**src/rtl/regfile_wb_arbiter_pkg.sv**
```systemverilog
// rtl/regfile_wb_arbiter_pkg.sv - shared widths, defaults and write-request type for the write-port arbiter
package regfile_wb_arbiter_pkg;
  localparam int REG_IDX_W            = 5;
  localparam int DATA_W               = 32;
  localparam int DEFAULT_DEPTH        = 2;
  localparam int DEFAULT_STARVE_LIMIT = 4;

  typedef struct packed {
    logic [REG_IDX_W-1:0] regidx;
    logic [DATA_W-1:0]    data;
  } wr_req_t;
endpackage

```
**src/rtl/regfile_wb_fifo.sv**
```systemverilog
// rtl/regfile_wb_fifo.sv - in-order circular buffer of pending secondary writes with youngest-match lookup
module regfile_wb_fifo
  import regfile_wb_arbiter_pkg::*;
#(
  parameter int DEPTH = DEFAULT_DEPTH
) (
  input  logic                 clock,
  input  logic                 reset,
  input  logic                 push,
  input  wr_req_t              push_req,
  input  logic                 pop,
  output wr_req_t              head,
  output logic                 empty,
  output logic                 full,
  input  logic [REG_IDX_W-1:0] rd_reg1,
  input  logic [REG_IDX_W-1:0] rd_reg2,
  output logic                 hit1,
  output logic                 hit2,
  output logic [DATA_W-1:0]    data1,
  output logic [DATA_W-1:0]    data2
);
  localparam int PW = $clog2(DEPTH);
  localparam int CW = PW + 1;

  wr_req_t       mem [DEPTH];
  logic [PW-1:0] wr_ptr;
  logic [PW-1:0] rd_ptr;
  logic [CW-1:0] count;
  logic [PW-1:0] idx;

  assign empty = (count == '0);
  assign full  = (count == CW'(DEPTH));
  assign head  = mem[rd_ptr];

  always_ff @(posedge clock or negedge reset) begin
    if (!reset) begin
      wr_ptr <= '0;
      rd_ptr <= '0;
      count  <= '0;
    end else begin
      if (push) wr_ptr <= wr_ptr + 1'b1;
      if (pop)  rd_ptr <= rd_ptr + 1'b1;
      count <= count + CW'(push) - CW'(pop);
    end
  end

  always_ff @(posedge clock) begin
    if (push) mem[wr_ptr] <= push_req;
  end

  // Walk oldest to youngest so the last match seen is the youngest one.
  always_comb begin
    hit1  = 1'b0;
    hit2  = 1'b0;
    data1 = '0;
    data2 = '0;
    idx   = rd_ptr;
    for (int i = 0; i < DEPTH; i++) begin
      idx = rd_ptr + PW'(i);
      if (CW'(i) < count) begin
        if (rd_reg1 != '0 && mem[idx].regidx == rd_reg1) begin
          hit1  = 1'b1;
          data1 = mem[idx].data;
        end
        if (rd_reg2 != '0 && mem[idx].regidx == rd_reg2) begin
          hit2  = 1'b1;
          data2 = mem[idx].data;
        end
      end
    end
  end
endmodule

```
**src/rtl/regfile_wb_arbiter.sv**
```systemverilog
// rtl/regfile_wb_arbiter.sv - shares the register file write port between writeback and queued long-latency writes
module regfile_wb_arbiter
  import regfile_wb_arbiter_pkg::*;
#(
  parameter int DEPTH        = DEFAULT_DEPTH,
  parameter int STARVE_LIMIT = DEFAULT_STARVE_LIMIT
) (
  input  logic                 clock,
  input  logic                 reset,
  input  logic                 wb_valid,
  input  logic [REG_IDX_W-1:0] wb_reg,
  input  logic [DATA_W-1:0]    wb_data,
  input  logic                 sec_valid,
  output logic                 sec_ready,
  input  logic [REG_IDX_W-1:0] sec_reg,
  input  logic [DATA_W-1:0]    sec_data,
  output logic                 rf_we,
  output logic [REG_IDX_W-1:0] rf_waddr,
  output logic [DATA_W-1:0]    rf_wdata,
  input  logic [REG_IDX_W-1:0] rd_reg1,
  input  logic [REG_IDX_W-1:0] rd_reg2,
  output logic                 fwd_hit1,
  output logic                 fwd_hit2,
  output logic [DATA_W-1:0]    fwd_data1,
  output logic [DATA_W-1:0]    fwd_data2,
  output logic                 wb_stall,
  input  logic                 halted,
  output logic                 drained
);
  localparam int SW = $clog2(STARVE_LIMIT + 1);

  logic              prim;
  logic              fifo_push;
  logic              fifo_pop;
  logic              fifo_empty;
  logic              fifo_full;
  wr_req_t           head;
  wr_req_t           push_req;
  logic              hit1;
  logic              hit2;
  logic [DATA_W-1:0] data1;
  logic [DATA_W-1:0] data2;
  logic [SW-1:0]     starve_cnt;

  // A writeback to r0 is a no-op, so it leaves the port free for the queue.
  assign prim      = wb_valid && (wb_reg != '0);
  assign sec_ready = reset && !fifo_full;
  assign fifo_push = sec_valid && sec_ready && (sec_reg != '0);
  assign fifo_pop  = !prim && !fifo_empty;
  assign push_req  = '{regidx: sec_reg, data: sec_data};

  regfile_wb_fifo #(.DEPTH(DEPTH)) u_fifo (
    .clock    (clock),
    .reset    (reset),
    .push     (fifo_push),
    .push_req (push_req),
    .pop      (fifo_pop),
    .head     (head),
    .empty    (fifo_empty),
    .full     (fifo_full),
    .rd_reg1  (rd_reg1),
    .rd_reg2  (rd_reg2),
    .hit1     (hit1),
    .hit2     (hit2),
    .data1    (data1),
    .data2    (data2)
  );

  always_comb begin
    rf_we    = 1'b0;
    rf_waddr = '0;
    rf_wdata = '0;
    if (reset) begin
      if (prim) begin
        rf_we    = 1'b1;
        rf_waddr = wb_reg;
        rf_wdata = wb_data;
      end else if (!fifo_empty) begin
        rf_we    = 1'b1;
        rf_waddr = head.regidx;
        rf_wdata = head.data;
      end
    end
  end

  assign fwd_hit1  = reset && hit1;
  assign fwd_hit2  = reset && hit2;
  assign fwd_data1 = reset ? data1 : '0;
  assign fwd_data2 = reset ? data2 : '0;
  assign drained   = reset && halted && fifo_empty && !wb_valid;

  always_ff @(posedge clock or negedge reset) begin
    if (!reset) begin
      starve_cnt <= '0;
      wb_stall   <= 1'b0;
    end else if (prim && !fifo_empty) begin
      if (starve_cnt == SW'(STARVE_LIMIT - 1)) begin
        starve_cnt <= '0;
        wb_stall   <= 1'b1;
      end else begin
        starve_cnt <= starve_cnt + 1'b1;
        wb_stall   <= 1'b0;
      end
    end else begin
      starve_cnt <= '0;
      wb_stall   <= 1'b0;
    end
  end

  a_no_wb_during_stall: assert property (@(posedge clock) disable iff (!reset) !(wb_stall && wb_valid));
endmodule

```
**config.mk**
```make
export PLATFORM = sky130hd
export DESIGN_NAME = regfile_wb_arbiter
export DESIGN_NICKNAME = d
export VERILOG_FILES = /design/src/rtl/regfile_wb_arbiter_pkg.sv /design/src/rtl/regfile_wb_fifo.sv /design/src/rtl/regfile_wb_arbiter.sv
export SDC_FILE = /design/constraint.sdc
export NUM_CORES = 1
export LEC_CHECK = 0
export BUFFER_PORTS_ARGS = -buffer_cell sky130_fd_sc_hd__buf_2
export CAP_MARGIN = 20
export CORE_MARGIN = 10
export CORE_UTILIZATION = 48
export CTS_BUF_LIST = sky130_fd_sc_hd__clkbuf_4 sky130_fd_sc_hd__clkbuf_8
export DETAILED_ROUTE_END_ITERATION = 12
export GPL_TIMING_DRIVEN = 0
export PLACE_DENSITY_LB_ADDON = 0.3
export SLEW_MARGIN = 25
export SYNTH_ARGS = -nofsm -noshare
export SYNTH_HDL_FRONTEND = slang
export SYNTH_SLANG_ARGS = --single-unit
```
**constraint.sdc**
```tcl
create_clock -name clock -period 3.3 [get_ports clock]
set_clock_uncertainty 0.15 [all_clocks]
set_input_delay 0.165 -clock clock [delete_from_list [all_inputs] [get_ports clock]]
set_output_delay 0.165 -clock clock [all_outputs]
set_load 0.005 [all_outputs]
```
### Word-level counts from Yosys, hierarchy flattened

Memory sizes are Yosys's and may differ from the RTL's.
Index checks and enable logic that the tools add are counted.

* add/subtract/negate cells: 5
* multipliers: 0
* div/mod/pow operators: 0
* magnitude comparators: 2
* equality and inequality tests: 6
* shifts and indexed selects: 0
* muxes and demuxes: 33
* bitwise operators: 0
* reductions and logical operators: 24

Operators by type and width (number)
* 32-bit two-way mux: 13
* 5-bit == test: 4
* 5-bit nonzero test: 4
* 1-bit logical AND: 15
* 1-bit two-way mux: 15
* 5-bit two-way mux: 3
* 3-bit two-way mux: 2
* 1-bit logical NOT: 4
* 1-bit by 2-bit < comparator with 1-bit output (first input constant): 2
* 3-bit by 1-bit adder with 3-bit output (second input constant): 1
* 3-bit by 2-bit == test with 1-bit output (second input constant): 1
* 1-bit adder (second input constant): 2
* 2-bit by 1-bit adder with 2-bit output: 1
* 2-bit == test (second input constant): 1
* 2-bit logical NOT: 1
* 2-bit by 1-bit subtractor with 2-bit output: 1

* bits in registers: 8
* latch bits: 0
* memory bits (writable): 74
* bits in read-only memories: 0
* output and inout port bits: 107
* memories: 1

Memory list
* u_fifo.mem: words 2, bits a word 37, rd ports 2, clocked after memory_dff 0, write ports 1, RTL line regfile_wb_fifo.sv:25 `wr_req_t mem [DEPTH];`

### Depth between registers and ports, before layout

Gate-level depths: netlist of the first run.
An unclocked memory read counts as a cell.

* depth in word-level cells: 8
* mapped depth: 8

### By module

From an unflattened synthesis of the first run, not the netlist that was laid out.

* cell total of the unflattened synthesis: 874
* area total of the unflattened synthesis: 7455.9 µm²

By module, submodules not included
* regfile_wb_fifo: times used 1, cells each 551, area an instance 5228.8 µm², sequential area each 2322.2 µm²
* regfile_wb_arbiter: times used 1, cells each 323, area an instance 2227.1 µm², sequential area each 100.1 µm²

### Worst setup path before layout of the first run

OpenSTA, ideal clock, no wires.

* path kind: register -> register
* start point: register u_fifo.count[1]
* end point: memory u_fifo.mem[0][0] in the netlist's numbering (enable)
* arrival time: 2.811 ns
* required time: 2.714 ns
* path slack: -0.097 ns
* stages on the path, launching flop included: 6
* path buffers: 1
* cells stage by stage: dfrtp_1 -> clkbuf_1 -> a21boi_0 -> nand2_1 -> a21oi_1 -> nor2b_1

* word-level cells in the longest chain between the ends: 7

Ends and longest elaborated chain
* start, declared: RTL line regfile_wb_fifo.sv:28 `logic [CW-1:0] count;`
* start signal, assigned: RTL line regfile_wb_fifo.sv:43 `count <= count + CW'(push) - CW'(pop);`
* 2-bit == test: RTL line regfile_wb_fifo.sv:32 `assign full = (count == CW'(DEPTH));`
* 1-bit logical NOT: RTL line regfile_wb_arbiter.sv:47 `assign sec_ready = reset && !fifo_full;`
* 1-bit logical AND: RTL line regfile_wb_arbiter.sv:47
* net sec_ready: RTL line regfile_wb_arbiter.sv:14 `output logic sec_ready,`
* 1-bit logical AND (2 in series): RTL line regfile_wb_arbiter.sv:48 `assign fifo_push = sec_valid && sec_ready && (sec_reg != '0);`
* net fifo_push: RTL line regfile_wb_arbiter.sv:33 `logic fifo_push;`
* 1-bit two-way mux: RTL line regfile_wb_fifo.sv:48 `if (push) mem[wr_ptr] <= push_req;`
* 1-bit two-way mux (implied by the code): RTL line regfile_wb_fifo.sv:48
* end, declared: RTL line regfile_wb_fifo.sv:25

The timed path passes the listed nets, and every way through them passes these cells.

### Worst setup path after layout of the first run

* start point: register u_fifo.rd_ptr
* end point: output fwd_data1[1]

* word-level cells in the longest chain between the ends: 8

Ends and longest elaborated chain
* start, declared: RTL line regfile_wb_fifo.sv:27 `logic [PW-1:0] rd_ptr;`
* start signal, assigned: RTL line regfile_wb_fifo.sv:42 `if (pop) rd_ptr <= rd_ptr + 1'b1;`
* memory 2 x 37 bit *
* 5-bit == test: RTL line regfile_wb_fifo.sv:61 `if (rd_reg1 != '0 && mem[idx].regidx == rd_reg1) begin`
* 1-bit logical AND: RTL line regfile_wb_fifo.sv:61
* 32-bit two-way mux: RTL line regfile_wb_fifo.sv:61
* 32-bit two-way mux: RTL line regfile_wb_fifo.sv:60 `if (CW'(i) < count) begin`
* 32-bit two-way mux: RTL line regfile_wb_fifo.sv:61
* 32-bit two-way mux *: RTL line regfile_wb_fifo.sv:60
* 32-bit two-way mux *: RTL line regfile_wb_arbiter.sv:88 `assign fwd_data1 = reset ? data1 : '0;`
* end, declared: RTL line regfile_wb_arbiter.sv:24 `output logic [DATA_W-1:0] fwd_data1,`

Mark *: on every way between the ends. The rest lies on a longest branch, timed or not.

==> impl_results.md, run 1 <==
* Worst-path clk slew at 0.08 ns
* Max_cap viols at 0
* IO buf count at 194
* Max H-tree Level at 3
* Vias in the first global route at 6404
* Sequential area share after synthesis at 41.80%
* DR DRC count at 0
* Initial Util at 48.66%
* Synth Area per Inst at 9.027 µm²
* First-pass GRT wire length at 31.61 mm
* Crit path DAT at 2.87 ns
* Fin crit period at 3.189 ns
* FMAX at 313.6 MHz
* Grt total ovfl at 0
* Most used cell, CP: buf_2
* Netlist Area Pre-Place at 5796 µm²
* Share of cells above drive strength 1 at 28.97%
* Relative slew slack at 49.62%
* Pwr dens at 568.0 nW/µm²
* Post-synth top area share at 38.34%
* Avg Vias per Cell at 5.895
* Post-Syn Instances at 642
* # IOs at 196
* Initial antenna violation count at 1
* Final setup vio count at 0
* Die Y-Extent at 129.9 µm
* Cell variety after synth at 43
* Synth Register Bits at 82
* Layout area overhead at 32.17%
* Post-synth EDFFs at 74
* Share of power burned in the clock network at 18.9%
* Setup TNS at 0 ns
* Average wire per standard cell at 20.10 µm
* Area leader, netlist: edfxtp_1
* Cell family with most CP delay: buffers and inverters
* Combinational power share at 49.9%
* Pint at 2.560 mW
* Slew Limit Fails at 0
* YS warnings at 0
* Crit path launch type: flop
* Reg power frac at 31.2%
* Pin count of the biggest net entering global routing at 21
* Fin nets at 981
* Peak supply drop at 254.7 µV
* Worst-skew pair later-pin latency at 0.36 ns
* CTS max path bufs at 2
* DRT Pass-1 Iters at 6
* Total core area at 11910 µm²
* Starting DRT DRC Count at 577
* Worst Hold Class: in -> reg
* Row cnt at 40
* Top cells by area, synth: edfxtp_1, o21ai_0, nor2b_1, and2_1, a21oi_1
* CTS sink count at 82
* Die width at 129.9 µm
* Worst path slowest cell: dfrtp_1
* Num CTS Buffers at 9
* Status: finished, final reports clean
* Top FF cell, synth: edfxtp_1
* Period Utilization, post-route at 96.63%
* RD Place Congestion at 0.8462
* Worst-path cell chain: buf_8 > mux2i_2 > xor2_1 > nand2_1 > nor4_4 > buf_4 > buf_2 > o21ai_0 > a21oi_1 > buf_2
* Post-detailed-route count of antenna-violating nets at 0
* Hold_ws at 0.05900 ns
* Post-synth ARST share at 9.756%
* Worst Tran Pin Value at 0.7531 ns
* Final Util at 64.31%
* Root Driver: clkbuf_8
* Worst-path fanout max at 10
* RSZ-0062 raised after global routing: false
* Fin. Hold Viols at 0
* Switching portion of total power at 41.16%
* Sw Pwr at 1.791 mW
* Synthesized Nets at 734
* Detailed placement HPWL at 15.29 mm
* Leakage Power at 3.091 nW
* Slowest stage delay, CP at 0.39 ns
* Worst EP required at 2.98 ns
* Critical path capture point type: primary output
* Total global-route track usage at 23.73%
* Reg2Reg Setup Slack at 0.67 ns
* Worst path bufs/invs at 4
* Vias at 6143
* Total Routed Length at 20.95 mm
* Die footprint at 16870 µm²
* CTS tree: built
* Crit Path Class: reg -> out
[power groups by stage]
stage / logic [mW] / registers, mW / clock network [mW]
2_1_floorplan: 1.40 / 1.36 / 0
3_3_place_gp: 1.97 / 1.37 / 0
4_1_cts: 2.13 / 1.35 / 0.826
5_1_grt: 2.38 / 1.37 / 0.872
6_report: 2.17 / 1.36 / 0.822
3_5_place_dp: 2.08 / 1.38 / 0
[cells in the mapped netlist (3+ instances only)]
cell      instances
a21boi_0         33
a21oi_1          64
a21oi_2           5
and2_1           64
buf_2             8
buf_4             3
buf_6             4
clkbuf_1         33
dfrtp_1           8
edfxtp_1         74
ha_1              3
inv_1             4
mux2i_1           5
mux2i_2           4
nand2_1          37
nor2_1            5
nor2b_1          69
nor3_1           10
nor4_1            4
o211ai_1         31
o21ai_0         116
o21ai_1          10
xnor2_1           9
xor2_1           13
[routing by layer]
layer,vias up,GRT usage [%],routed length (µm)
met5,-,0,0
met2,326,42.54,10720
met1,2920,25.88,7876
met3,59,4.868,1709
li1,2838,-,-
met4,0,12.43,640
[cell type report]
type | instances | area (µm²)
diodes | 1 | 2.502
fillers | 981 | 4252
well taps | 147 | 183.9
repair buffers | 236 | 1421
clock buffers | 11 | 145.1
multi-input cells | 506 | 3141
clock inverters | 5 | 78.83
flip-flops and latches | 82 | 2422
inverters | 4 | 15.01
plain buffers | 50 | 250.2
[state kept, by name, indices dropped and copies added, names as in the netlist]
name,cells
u_fifo.count,2
starve_cnt,3
u_fifo.wr_ptr,1
u_fifo.mem,74
u_fifo.rd_ptr,1
wb_stall,1
[layout by cell type (no fill, tap or decap), types with 8 or more instances in the layout]
| master | instances |
|---|---|
| nor3_1 | 10 |
| o21ai_1 | 10 |
| nand2_1 | 37 |
| nor2b_1 | 68 |
| buf_2 | 203 |
| a21boi_0 | 33 |
| dfrtp_1 | 8 |
| o21ai_0 | 116 |
| dlygate4sd3_1 | 38 |
| clkbuf_8 | 10 |
| xor2_1 | 13 |
| clkbuf_1 | 29 |
| o211ai_1 | 31 |
| edfxtp_1 | 74 |
| xnor2_1 | 9 |
| and2_1 | 63 |
| a21oi_1 | 64 |
[cell families (layout without fill, tap and decap cells)]
group	Yosys count	after routing	share of synthesized area [%]
AO/OA/AOI/OAI	265	265	26.60
XOR/XNOR	22	22	3.325
adder cells (fa/ha/maj)	3	3	0.6477
buffers and inverters	54	306	4.426
flip-flops	82	82	41.80
multiplexers	12	12	2.461
other	0	1	0
AND/OR/NAND/NOR	204	204	20.75
[worst min-delay path, cell delays in order]
cell and delay (ns):
buf_2 0.10, nand2_1 0.05, a21oi_1 0.08, xor2_1 0.14
[through the flow]
step | total power [mW] | worst slack, ns | std cells | area (µm²)
floorplan | 2.764 | 0.5919 | 642 | 5798
global placement | 3.342 | -0.2452 | 983 | 6953
detailed placement | 3.458 | 0.4642 | 985 | 7025
CTS | 4.310 | 0.07283 | 1039 | 7630
global route | 4.622 | 0.006479 | 1042 | 7660
finish | 4.351 | 0.1112 | 1042 | 7660
[worst paths after layout]
check | startpoint | end | depth (start not counted)
max in group asynchronous | reset | u_fifo.rd_ptr$_DFFE_PN0P_ | 2
setup / recovery | u_fifo.rd_ptr$_DFFE_PN0P_ | fwd_data1[1] | 10
hold / removal | sec_valid | u_fifo.wr_ptr$_DFFE_PN0P_ | 4
min in group asynchronous | reset | starve_cnt[2]$_DFF_PN0_ | 2
setup reg to reg | u_fifo.count[1]$_DFF_PN0_ | u_fifo.mem[0][14]$_DFFE_PP_ | 6
hold reg to reg | starve_cnt[0]$_DFF_PN0_ | starve_cnt[0]$_DFF_PN0_ | 1
[repair_timing]
action / CTS / global route
endpoints found under the hold margin: 82 / 0
setup endpoints to repair: 0 / 62
gates resized for setup: 0 / 11
setup buffers: 0 / 2
hold buffers: 38 / 0
Power figures use the tool's default switching activity.
==> run 2, diff against run 1 <==
--- a/config.mk
+++ b/config.mk
@@ -8,11 +8,11 @@
 export BUFFER_PORTS_ARGS = -buffer_cell sky130_fd_sc_hd__buf_2
 export CAP_MARGIN = 20
 export CORE_MARGIN = 10
-export CORE_UTILIZATION = 48
-export CTS_BUF_LIST = sky130_fd_sc_hd__clkbuf_4 sky130_fd_sc_hd__clkbuf_8
+export CORE_UTILIZATION = 47
+export CTS_BUF_LIST = sky130_fd_sc_hd__clkbuf_16
 export DETAILED_ROUTE_END_ITERATION = 12
 export GPL_TIMING_DRIVEN = 0
-export PLACE_DENSITY_LB_ADDON = 0.3
+export PLACE_DENSITY = 0.74
 export SLEW_MARGIN = 25
 export SYNTH_ARGS = -nofsm -noshare
 export SYNTH_HDL_FRONTEND = slang
==> impl_results.md, run 2 (same netlist as run 1, synthesis figures left out) <==
* Total core area at 12060 µm² (was 11910 µm²)
* Final Util at 64.16% (was 64.31%)
* Final instance area at 7739 µm² (was 7660 µm²)
* Worst Tran Pin Value at 0.7404 ns (was 0.7531 ns)
* CTS tree: built (unchanged)
* Post-route setup slack at 0.1294 ns (was 0.1112 ns)
* DRT Pass-1 Iters at 5 (was 6)
* Post-detailed-route count of antenna-violating nets at 0 (unchanged)
* Pint at 2.673 mW (was 2.560 mW)
* Initial antenna violation count at 0 (was 1)
* Avg Vias per Cell at 5.761 (was 5.895)
* Layout area overhead at 33.53% (was 32.17%)
* Total global-route track usage at 24.08% (was 23.73%)
* Commonest non-fill, non-tap cells in the layout: buf_2, o21ai_0, edfxtp_1 (unchanged)
* Die width at 131.0 µm (was 129.9 µm)
* Pin count of the biggest net entering global routing at 20 (was 21)
* Relative slew slack at 50.47% (was 49.62%)
* IO buf count at 194 (unchanged)
* Sw Pwr at 1.823 mW (was 1.791 mW)
* Die footprint at 17170 µm² (was 16870 µm²)
* Die Y-Extent at 131.0 µm (was 129.9 µm)
* Final setup vio count at 0 (unchanged)
* Leakage Power at 3.123 nW (was 3.091 nW)
* Fin nets at 982 (was 981)
* Worst-skew pair later-pin latency at 0.34 ns (was 0.36 ns)
* Detailed placement HPWL at 15.36 mm (was 15.29 mm)
* # IOs at 196 (unchanged)
* CTS max path bufs at 2 (unchanged)
* Vias in the first global route at 6246 (was 6404)
* Hold path depth at 4 (unchanged)
* DR DRC count at 0 (unchanged)
* Initial Util at 48.05% (was 48.66%)
* Max_cap viols at 0 (unchanged)
* Hold_sp: sec_valid (unchanged)
* Most flop-heavy register: u_fifo.mem (unchanged)
* Row cnt at 40 (unchanged)
* Pwr dens at 581.0 nW/µm² (was 568.0 nW/µm²)
* Average wire per standard cell at 19.87 µm (was 20.10 µm)
* RSZ-0062 raised after global routing: false (unchanged)
* Reg2Reg Setup Slack at 0.59 ns (was 0.67 ns)
* Max H-tree Level at 3 (unchanged)
* Peak supply drop at 249.2 µV (was 254.7 µV)
* Worst R2R End: u_fifo.mem[0][16]$_DFFE_PP_ (was u_fifo.mem[0][14]$_DFFE_PP_)
* Reg power frac at 30.3% (was 31.2%)
* Crit path DAT at 2.86 ns (was 2.87 ns)
* Reg2Reg Depth at 6 (unchanged)
* Fin. Hold Viols at 0 (unchanged)
* Worst EP required at 2.98 ns (about the same)
* Most common cell after layout, fill and taps aside: buf_2 (unchanged)
* Max FFs per register at 74 (unchanged)
* Share of power burned in the clock network at 21.5% (was 18.9%)
* Crit path launch type: flop (unchanged)
* Starting DRT DRC Count at 545 (was 577)
* Fillcell total at 990 (was 981)
* RD Place Congestion at 0.8580 (was 0.8462)
* Worst Hold Class: in -> reg (unchanged)
* Slew Limit Fails at 0 (unchanged)
* Status: finished, final reports clean (unchanged)
* Vias at 6130 (was 6143)
* Pre-CTS WS at 0.4766 ns (was 0.4642 ns)
* Worst-path clk slew at 0.06 ns (was 0.08 ns)
* Combinational power share at 48.3% (was 49.9%)
* Crit Path Class: reg -> out (unchanged)
* FMAX at 315.4 MHz (was 313.6 MHz)
* First-pass GRT wire length at 32.21 mm (was 31.61 mm)
* Period Utilization, post-route at 96.08% (was 96.63%)
* RR Startpoint: u_fifo.count[1]$_DFF_PN0_ (unchanged)
* Regs by FF count: u_fifo.mem (74), starve_cnt (3), u_fifo.count (2) (unchanged)
* Dpl cell area at 7052 µm² (was 7025 µm²)
* CTS sink count at 82 (unchanged)
* Grt total ovfl at 0 (unchanged)
* Total Routed Length at 21.14 mm (was 20.95 mm)
* Critical path capture point type: primary output (unchanged)
* Hold EP: u_fifo.wr_ptr$_DFFE_PN0P_ (unchanged)
* Fin crit period at 3.171 ns (was 3.189 ns)
* Multi-input gate area at 3137 µm² (was 3141 µm²)
* Root Driver: clkbuf_16 (was clkbuf_8)
* Storage element area at 2422 µm² (unchanged)
* Num CTS Buffers at 9 (unchanged)
* Share of cells above drive strength 1 at 28.16% (was 28.97%)
* Worst-path fanout max at 10 (unchanged)
* Switching portion of total power at 40.54% (was 41.16%)
[run 2: power groups by stage]
stage	combinational [mW]	clock (mW)	sequential (mW)
global placement	1.97	0	1.37
CTS	2.14	0.965	1.36
global route	2.38	1.01	1.37
finish	2.17	0.965	1.36
floorplan	1.40	0	1.36
detailed placement	2.10	0	1.38
[run 2: area by class of cell]
class / instances / area share [%]
Clock buffer: 9 / 2.910
Antenna cell: 1 / 0.03234
Multi-Input combinational cell: 506 / 40.53
Timing Repair Buffer: 237 / 18.46
Buffer: 50 / 3.153
Clock inverter: 7 / 0.6952
Inverter: 4 / 0.1940
Tap cell: 168 / 2.716
Sequential cell: 82 / 31.30
[run 2: repair_timing]
| action | in CTS | in global routing |
|---|---|---|
| gates resized for setup | 0 | 4 |
| hold buffers | 38 | 0 |
| buffers inserted | 0 | 3 |
| setup endpoints to repair | 0 | 45 |
| endpoints found under the hold margin | 82 | 0 |
[run 2: worst max-delay path by stage]
stage                         startpoint                     endpoint  cells after the start
2_1_floorplan  u_fifo.count[1]$_DFF_PN0_   u_fifo.mem[0][0]$_DFFE_PP_                      5
3_3_place_gp                       reset  u_fifo.mem[0][15]$_DFFE_PP_                      5
3_5_place_dp   u_fifo.rd_ptr$_DFFE_PN0P_                 fwd_data1[2]                      9
4_1_cts        u_fifo.rd_ptr$_DFFE_PN0P_                 fwd_data1[2]                      9
5_1_grt        u_fifo.rd_ptr$_DFFE_PN0P_                fwd_data1[25]                     10
6_report       u_fifo.rd_ptr$_DFFE_PN0P_                 fwd_data1[1]                     10
[run 2: per-layer routing]
layer,vias up,track usage [%],wire length [µm]
li1,2822,-,-
met1,2917,28.39,8202
met2,343,41.77,10570
met3,48,4.311,1810
met4,0,10.92,559
met5,-,0,0
[run 2: worst max-delay path, cell delays in order (launching register included)]
cell and delay (ns):
dfrtp_1 0.37, buf_6 0.19, mux2i_2 0.30, xor2_1 0.18, nand2_1 0.12, nor4_4 0.35, buf_4 0.20, buf_2 0.22
o21ai_0 0.13, a21oi_1 0.28, buf_2 0.18
[run 2: stage by stage]
step | TNS, ns | total power [mW] | hold slack [ns] | std cells
after global placement | -9.118 | 3.347 | -0.05987 | 1004
after CTS | 0 | 4.463 | 0.09184 | 1060
after floorplan | 0 | 2.764 | -0.2806 | 642
after global routing | 0 | 4.769 | 0.1013 | 1063
final | 0 | 4.496 | 0.08984 | 1064
after detailed placement | 0 | 3.475 | -0.05865 | 1006
